`config.mk`:
```
export PLATFORM = sky130hd
export DESIGN_NAME = sdram_frame_ctrl
export DESIGN_NICKNAME = d
export VERILOG_FILES = /design/src/rtl/sdram_frame_ctrl.sv
export SDC_FILE = /design/constraint.sdc
export NUM_CORES = 1
export LEC_CHECK = 0
export CORE_UTILIZATION = 45
export DETAILED_ROUTE_END_ITERATION = 7
export GPL_TIMING_DRIVEN = 1
export PLACE_DENSITY = 0.76
export REMOVE_ABC_BUFFERS = 1
export SLEW_MARGIN = 20
export SYNTH_ARGS = -nofsm -noshare
export SYNTH_HDL_FRONTEND = slang
export SYNTH_SLANG_ARGS = --single-unit
```
`constraint.sdc`:
```
create_clock -name clk_133M_i -period 2.1 [get_ports clk_133M_i]
set_clock_uncertainty 0.2 [all_clocks]
set_input_delay 0.21 -clock clk_133M_i [delete_from_list [all_inputs] [get_ports clk_133M_i]]
set_output_delay 0.21 -clock clk_133M_i [all_outputs]
set_load 0.05 [all_outputs]
```
`src/rtl/sdram_frame_ctrl.sv`:
```
// Frame-buffer sequencer for the SDRAM: issues line-burst write/read requests with one outstanding
// at a time, and rotates over NBUF buffers so the display always reads a completed frame.
module sdram_frame_ctrl #(
  parameter int ADDR_W     = 24,
  parameter int ROW_LSB    = 9,
  parameter int LINE_W     = 13,
  parameter int LINES      = 128,
  parameter int FIFO_W     = 11,
  parameter int WR_THRESH  = 512,
  parameter int RD_THRESH  = 512,
  parameter int NBUF       = 2,
  parameter int CONTINUOUS = 1
) (
  input  logic              clk_133M_i,
  input  logic              rst_133i,
  input  logic              vsyn_neg,
  input  logic [FIFO_W-1:0] wr_fifo_used,
  input  logic [FIFO_W-1:0] rd_fifo_used,
  output logic              wr_sdram_req,
  input  logic              wr_sdram_ack,
  output logic [ADDR_W-1:0] wr_sdram_add,
  output logic              rd_sdram_req,
  input  logic              rd_sdram_ack,
  output logic [ADDR_W-1:0] rd_sdram_add,
  output logic              frame_ready,
  output logic              wr_stall,
  output logic              frame_drop
);

  localparam int LW1 = LINE_W + 1;
  localparam logic [LINE_W:0]   LINES_C     = LW1'(LINES);
  localparam logic [LINE_W:0]   LINE_ONE_C  = {{LINE_W{1'b0}}, 1'b1};
  localparam logic [FIFO_W-1:0] WR_TH_C     = FIFO_W'(WR_THRESH);
  localparam logic [FIFO_W-1:0] RD_TH_C     = FIFO_W'(RD_THRESH);
  localparam logic [FIFO_W-1:0] FIFO_FULL_C = {FIFO_W{1'b1}};

  typedef enum logic [1:0] {
    ARB_IDLE = 2'd0,
    ARB_WR   = 2'd1,
    ARB_RD   = 2'd2
  } arb_state_e;

  arb_state_e        state_q, state_d;
  logic              wr_req_q, wr_req_d, rd_req_q, rd_req_d;
  logic [ADDR_W-1:0] wr_add_q, wr_add_d, rd_add_q, rd_add_d;
  logic [1:0]        wb_q, wb_d, rb_q, rb_d, lb_q, lb_d;
  logic [LINE_W:0]   wline_q, wline_d, rline_q, rline_d;
  logic              rd_active_q, rd_active_d, rd_restart_q, rd_restart_d;
  logic              frame_ready_q, frame_ready_d, wr_stall_q, wr_stall_d, frame_drop_q, frame_drop_d;
  logic              rd_elig_s, wr_elig_s;
  logic [LINE_W:0]   wline_inc_s;
  logic [1:0]        wr_cand_s, stall_cand_s;

  function automatic logic [ADDR_W-1:0] make_addr(input logic [1:0] buf_idx, input logic [LINE_W-1:0] line);
    logic [ADDR_W-1:0] a;
    a = '0;
    a[ADDR_W-1 -: 2]     = buf_idx;
    a[ROW_LSB +: LINE_W] = line;
    return a;
  endfunction

  // Next write buffer: never the buffer just completed, and (NBUF>=3) never the one being read.
  function automatic logic [1:0] next_buf(input logic [1:0] last, input logic [1:0] rd);
    logic [1:0] c;
    c = 2'd0;
    if (NBUF <= 1) begin
      c = 2'd0;
    end else if (NBUF == 2) begin
      c = (last == 2'd0) ? 2'd1 : 2'd0;
    end else begin
      for (int i = NBUF - 1; i >= 0; i--) begin
        if ((2'(i) != last) && (2'(i) != rd)) c = 2'(i);
        else c = c;
      end
    end
    return c;
  endfunction

  assign rd_elig_s    = rd_active_q && (rline_q < LINES_C) && (rd_fifo_used <= RD_TH_C);
  assign wr_elig_s    = (wline_q < LINES_C) && (wr_fifo_used >= WR_TH_C) && !wr_stall_q &&
                        ((CONTINUOUS != 0) || !frame_ready_q);
  assign wline_inc_s  = wline_q + LINE_ONE_C;
  assign wr_cand_s    = next_buf(wb_q, rb_q);
  assign stall_cand_s = next_buf(lb_q, rb_q);

  // Arbiter next state, request/address generation and buffer bookkeeping.
  always_comb begin
    state_d       = state_q;
    wr_req_d      = wr_req_q;
    rd_req_d      = rd_req_q;
    wr_add_d      = wr_add_q;
    rd_add_d      = rd_add_q;
    wb_d          = wb_q;
    rb_d          = rb_q;
    lb_d          = lb_q;
    wline_d       = wline_q;
    rline_d       = rline_q;
    rd_active_d   = rd_active_q;
    rd_restart_d  = rd_restart_q;
    frame_ready_d = frame_ready_q;
    wr_stall_d    = wr_stall_q;
    frame_drop_d  = frame_drop_q;

    case (state_q)
      ARB_IDLE: begin
        if (rd_elig_s) begin
          state_d  = ARB_RD;
          rd_req_d = 1'b1;
          rd_add_d = make_addr(rb_q, rline_q[LINE_W-1:0]);
        end else if (wr_elig_s) begin
          state_d  = ARB_WR;
          wr_req_d = 1'b1;
          wr_add_d = make_addr(wb_q, wline_q[LINE_W-1:0]);
        end else begin
          state_d = ARB_IDLE;
        end
      end
      ARB_WR: begin
        if (wr_sdram_ack) begin
          state_d  = ARB_IDLE;
          wr_req_d = 1'b0;
          if (wline_inc_s == LINES_C) begin
            lb_d          = wb_q;
            frame_ready_d = 1'b1;
            wline_d       = '0;
            if ((NBUF == 2) && (wr_cand_s == rb_q)) wr_stall_d = 1'b1;
            else wb_d = wr_cand_s;
          end else begin
            wline_d = wline_inc_s;
          end
        end else begin
          state_d = ARB_WR;
        end
      end
      ARB_RD: begin
        if (rd_sdram_ack) begin
          state_d      = ARB_IDLE;
          rd_req_d     = 1'b0;
          rd_restart_d = 1'b0;
          // An ack for a burst issued before a frame restart belongs to the old frame.
          if (!rd_restart_q) rline_d = rline_q + LINE_ONE_C;
          else rline_d = rline_q;
        end else begin
          state_d = ARB_RD;
        end
      end
      default: begin
        state_d  = ARB_IDLE;
        wr_req_d = 1'b0;
        rd_req_d = 1'b0;
      end
    endcase

    if (wr_stall_q && (rb_q != stall_cand_s)) begin
      wr_stall_d = 1'b0;
      wb_d       = stall_cand_s;
    end else begin
      wr_stall_d = wr_stall_d;
    end

    if (vsyn_neg && frame_ready_q) begin
      rb_d        = lb_q;
      rline_d     = '0;
      rd_active_d = 1'b1;
      if ((state_q == ARB_RD) && !rd_sdram_ack) rd_restart_d = 1'b1;
      else rd_restart_d = 1'b0;
    end else begin
      rd_active_d = rd_active_d;
    end

    if (wr_stall_q && (wr_fifo_used == FIFO_FULL_C)) frame_drop_d = 1'b1;
    else frame_drop_d = frame_drop_d;
  end

  // State registers; reset drops any in-flight request immediately.
  always_ff @(posedge clk_133M_i or posedge rst_133i) begin
    if (rst_133i) begin
      state_q       <= ARB_IDLE;
      wr_req_q      <= 1'b0;
      rd_req_q      <= 1'b0;
      wr_add_q      <= '0;
      rd_add_q      <= '0;
      wb_q          <= 2'd0;
      rb_q          <= 2'd0;
      lb_q          <= 2'd0;
      wline_q       <= '0;
      rline_q       <= '0;
      rd_active_q   <= 1'b0;
      rd_restart_q  <= 1'b0;
      frame_ready_q <= 1'b0;
      wr_stall_q    <= 1'b0;
      frame_drop_q  <= 1'b0;
    end else begin
      state_q       <= state_d;
      wr_req_q      <= wr_req_d;
      rd_req_q      <= rd_req_d;
      wr_add_q      <= wr_add_d;
      rd_add_q      <= rd_add_d;
      wb_q          <= wb_d;
      rb_q          <= rb_d;
      lb_q          <= lb_d;
      wline_q       <= wline_d;
      rline_q       <= rline_d;
      rd_active_q   <= rd_active_d;
      rd_restart_q  <= rd_restart_d;
      frame_ready_q <= frame_ready_d;
      wr_stall_q    <= wr_stall_d;
      frame_drop_q  <= frame_drop_d;
    end
  end

  assign wr_sdram_req = wr_req_q;
  assign wr_sdram_add = wr_add_q;
  assign rd_sdram_req = rd_req_q;
  assign rd_sdram_add = rd_add_q;
  assign frame_ready  = frame_ready_q;
  assign wr_stall     = wr_stall_q;
  assign frame_drop   = frame_drop_q;

endmodule

```
==> qor.csv <==
metric,value,unit
grt_usage,18.82,%
cts.htree.levels,3,
slew_headroom,62.72,%
clkSinkCount,68,
timing.critical_path.required,2.13,ns
final_antenna_net_count,0,
hold_slack,0.05563,ns
hold_buffers,0,
nFillCells,589,
initial_core_util,46.78,%
die-area,7892,um^2
yosysSeqAreaShare,50.15,%
routed_wl,6.934,mm
globalRouteMet1Util,22.61,%
clkPwrFrac,42.7,%
nets,442,
intPower,1.937,mW
seqPwrFrac,50.8,%
reg2reg_depth,7,
cts_tree,yes,
final.setup.worst_slack,0.02750,ns
die_y,88.84,um
grt_pass1_vias,2472,
overflow,0,
ys_ff_latch,68,
crit_arrival,2.11,ns
drtIter0Drc,130,
syn_area,3393,um^2
ios,80,
mostFrequentLayoutCell,dfrtp_1,
status,"complete, no violations",
busiest_layer,met2,
switching_power,0.6360,mW
syn_inst,318,
grt_max_degree,69,
maxSlewViolCount,0,
final_core_util,63.07,%
hpwl,4.817,mm
dpl_worst_slack,-0.1101,ns
path_class,reg -> reg,
clk_path_buf_depth,2,
grt_pass1_wl,11.08,mm
insertion_delay,0.35,ns
gr-usage-met2,31.47,%
fmax,482.5,MHz
drt-wirelength-per-cell,13.44,um
cp_max_fo,9,
hold_viol,0,
clkTransAtPathRegs,0.08,ns
power_frac_comb,6.5,%
p_leak,2.156,nW
cts_root_buf,clkbuf_8,
use_met3,3.731,%
gp_congestion,0.7317,
synth-edff-count,0,
antenna_found_initial,0,
vdd_drop_max,360.2,uV
drtPass1Iterations,4,
remaining_drc_errors,0,
worst_hold_path_type,in -> async,
period_share,98.69,%
yosys_warnings,0,
worstMarginPinSlew,0.5541,ns
synth.avg_cell_area,10.67,um^2
area_growth,34.81,%
rsz0062_at_grt,true,
yosys_most_used_dff,dfrtp_1,
vias,2607,
die_w,88.84,um
total_power,2.573,mW
ys_types,58,
finalSetupViolations,0,
max_cap_violations,0,
cts_made_buffers,9,
placementRows,31,
ys_async_sr_fraction,100.0,%
antenna_cells,0,
min_period,2.073,ns
power_density,562.6,nW/um^2
portBuffers,59,
fp.coreArea,7253,um^2
layout_common_cells,"dfrtp_1, clkdlybuf4s50_1, buf_4",
swShare,24.71,%
cp-end-kind,flip-flop,
vias_per_cell,5.052,
layout-drive-gt1-share,24.22,%
crit_path_start_kind,flip-flop,
-- state kept, by name (all words and copies together) (netlist names) --
register	cells
rd_active_q	1
lb_q	1
wr_sdram_req	1
state_q	2
wb_q	1
frame_ready	1
wr_sdram_add	14
rb_q	1
wr_stall	1
rd_sdram_req	1
wline_q	14
frame_drop	1
rline_q	14
rd_sdram_add	14
rd_restart_q	1
-- critical path: stages, from the launching register on --
cell and delay (ns):
dfrtp_1 0.35, buf_4 0.16, and4_4 0.26, nand4_1 0.14, mux2i_2 0.21, nor2_2 0.21, nand3_2 0.12, mux2_4 0.30
-- final timing paths --
path	start	end	slack [ns]
max	wline_q[0]$_DFFE_PP0P_	lb_q[0]$_DFFE_PP0P_	0.03
min	rst_133i	wr_sdram_add[16]$_DFFE_PP0P_	0.06
min reg2reg	frame_drop$_DFFE_PP0P_	frame_drop$_DFFE_PP0P_	0.27
min in group clk_133M_i	wr_fifo_used[6]	frame_drop$_DFFE_PP0P_	0.22
max reg2reg	wline_q[0]$_DFFE_PP0P_	lb_q[0]$_DFFE_PP0P_	0.03
max in group asynchronous	rst_133i	wline_q[7]$_DFFE_PP0P_	1.35
-- Yosys cell counts, types with 4 or more instances --
cell | instances | area [um^2]
nand2_1 | 23 | 86.33
nor4_1 | 4 | 25.02
inv_1 | 9 | 33.78
nor2_1 | 25 | 93.84
o21ai_0 | 8 | 40.04
dfrtp_1 | 68 | 1702
nor3_1 | 5 | 25.02
a21oi_1 | 9 | 45.04
nand4_1 | 9 | 56.30
clkbuf_1 | 4 | 15.01
xor2_1 | 15 | 131.4
buf_4 | 22 | 165.2
nand3_1 | 10 | 50.05
xnor2_1 | 10 | 87.58
buf_2 | 5 | 25.02
nor2b_1 | 8 | 50.05
and2_1 | 11 | 68.82
and3_1 | 5 | 31.28
mux2_2 | 15 | 168.9
-- layout make-up --
cell class | count | area [um^2] | share of cell area (%)
flip-flops and latches | 68 | 1705 | 37.28
multi-input cells | 227 | 1612 | 35.23
repair buffers | 97 | 898.4 | 19.64
clock buffers | 10 | 137.6 | 3.009
well taps | 99 | 123.9 | 2.708
clock inverters | 6 | 63.81 | 1.395
inverters | 9 | 33.78 | 0.7385
-- layer usage --
| layer | part of all wire (%) | routed length (um) |
|---|---|---|
| met1 | 44 | 3036 |
| met2 | 50 | 3445 |
| met3 | 4.2 | 288 |
| met4 | 2.4 | 163 |
| met5 | 0 | 0 |
-- per-stage QoR --
step / instances / TNS, ns / cell area, um^2
2_1_floorplan: 304 / -1.805 / 3237
3_3_place_gp: 498 / -1.318 / 4244
3_5_place_dp: 498 / -1.376 / 4244
4_1_cts: 514 / 0 / 4477
5_1_grt: 516 / -0.1523 / 4574
6_report: 516 / 0 / 4574
-- power groups by stage --
stage          registers (mW)  clock network (mW)  logic, mW
5_1_grt                  1.31                1.17      0.181
3_5_place_dp             1.33                   0      0.168
4_1_cts                  1.31                1.12      0.168
2_1_floorplan            1.33                   0      0.101
6_report                 1.31                1.10      0.166
3_3_place_gp             1.33                   0      0.166
-- cells by family (layout without fill, tap and decap cells) --
logic type | Yosys count | count (layout) | share of synthesized area, %
and+or+nand+nor | 122 | 122 | 20.21
DFF | 68 | 68 | 50.15
buffers and inverters | 42 | 122 | 7.706
AOI/OAI and AO/OA | 38 | 38 | 7.964
xor gates and xnor gates | 25 | 25 | 6.453
muxes | 19 | 19 | 6.305
adders and majority gates | 3 | 3 | 1.106
other | 1 | 20 | 0.1105
-- repair_timing --
item                                    4_1_cts  5_1_grt
endpoints found under the setup margin        5       23
gates resized for setup                       5       16
pin swaps                                     2        9
setup buffers                                 0        2
Note: power is estimated with default switching activity, not from simulation.
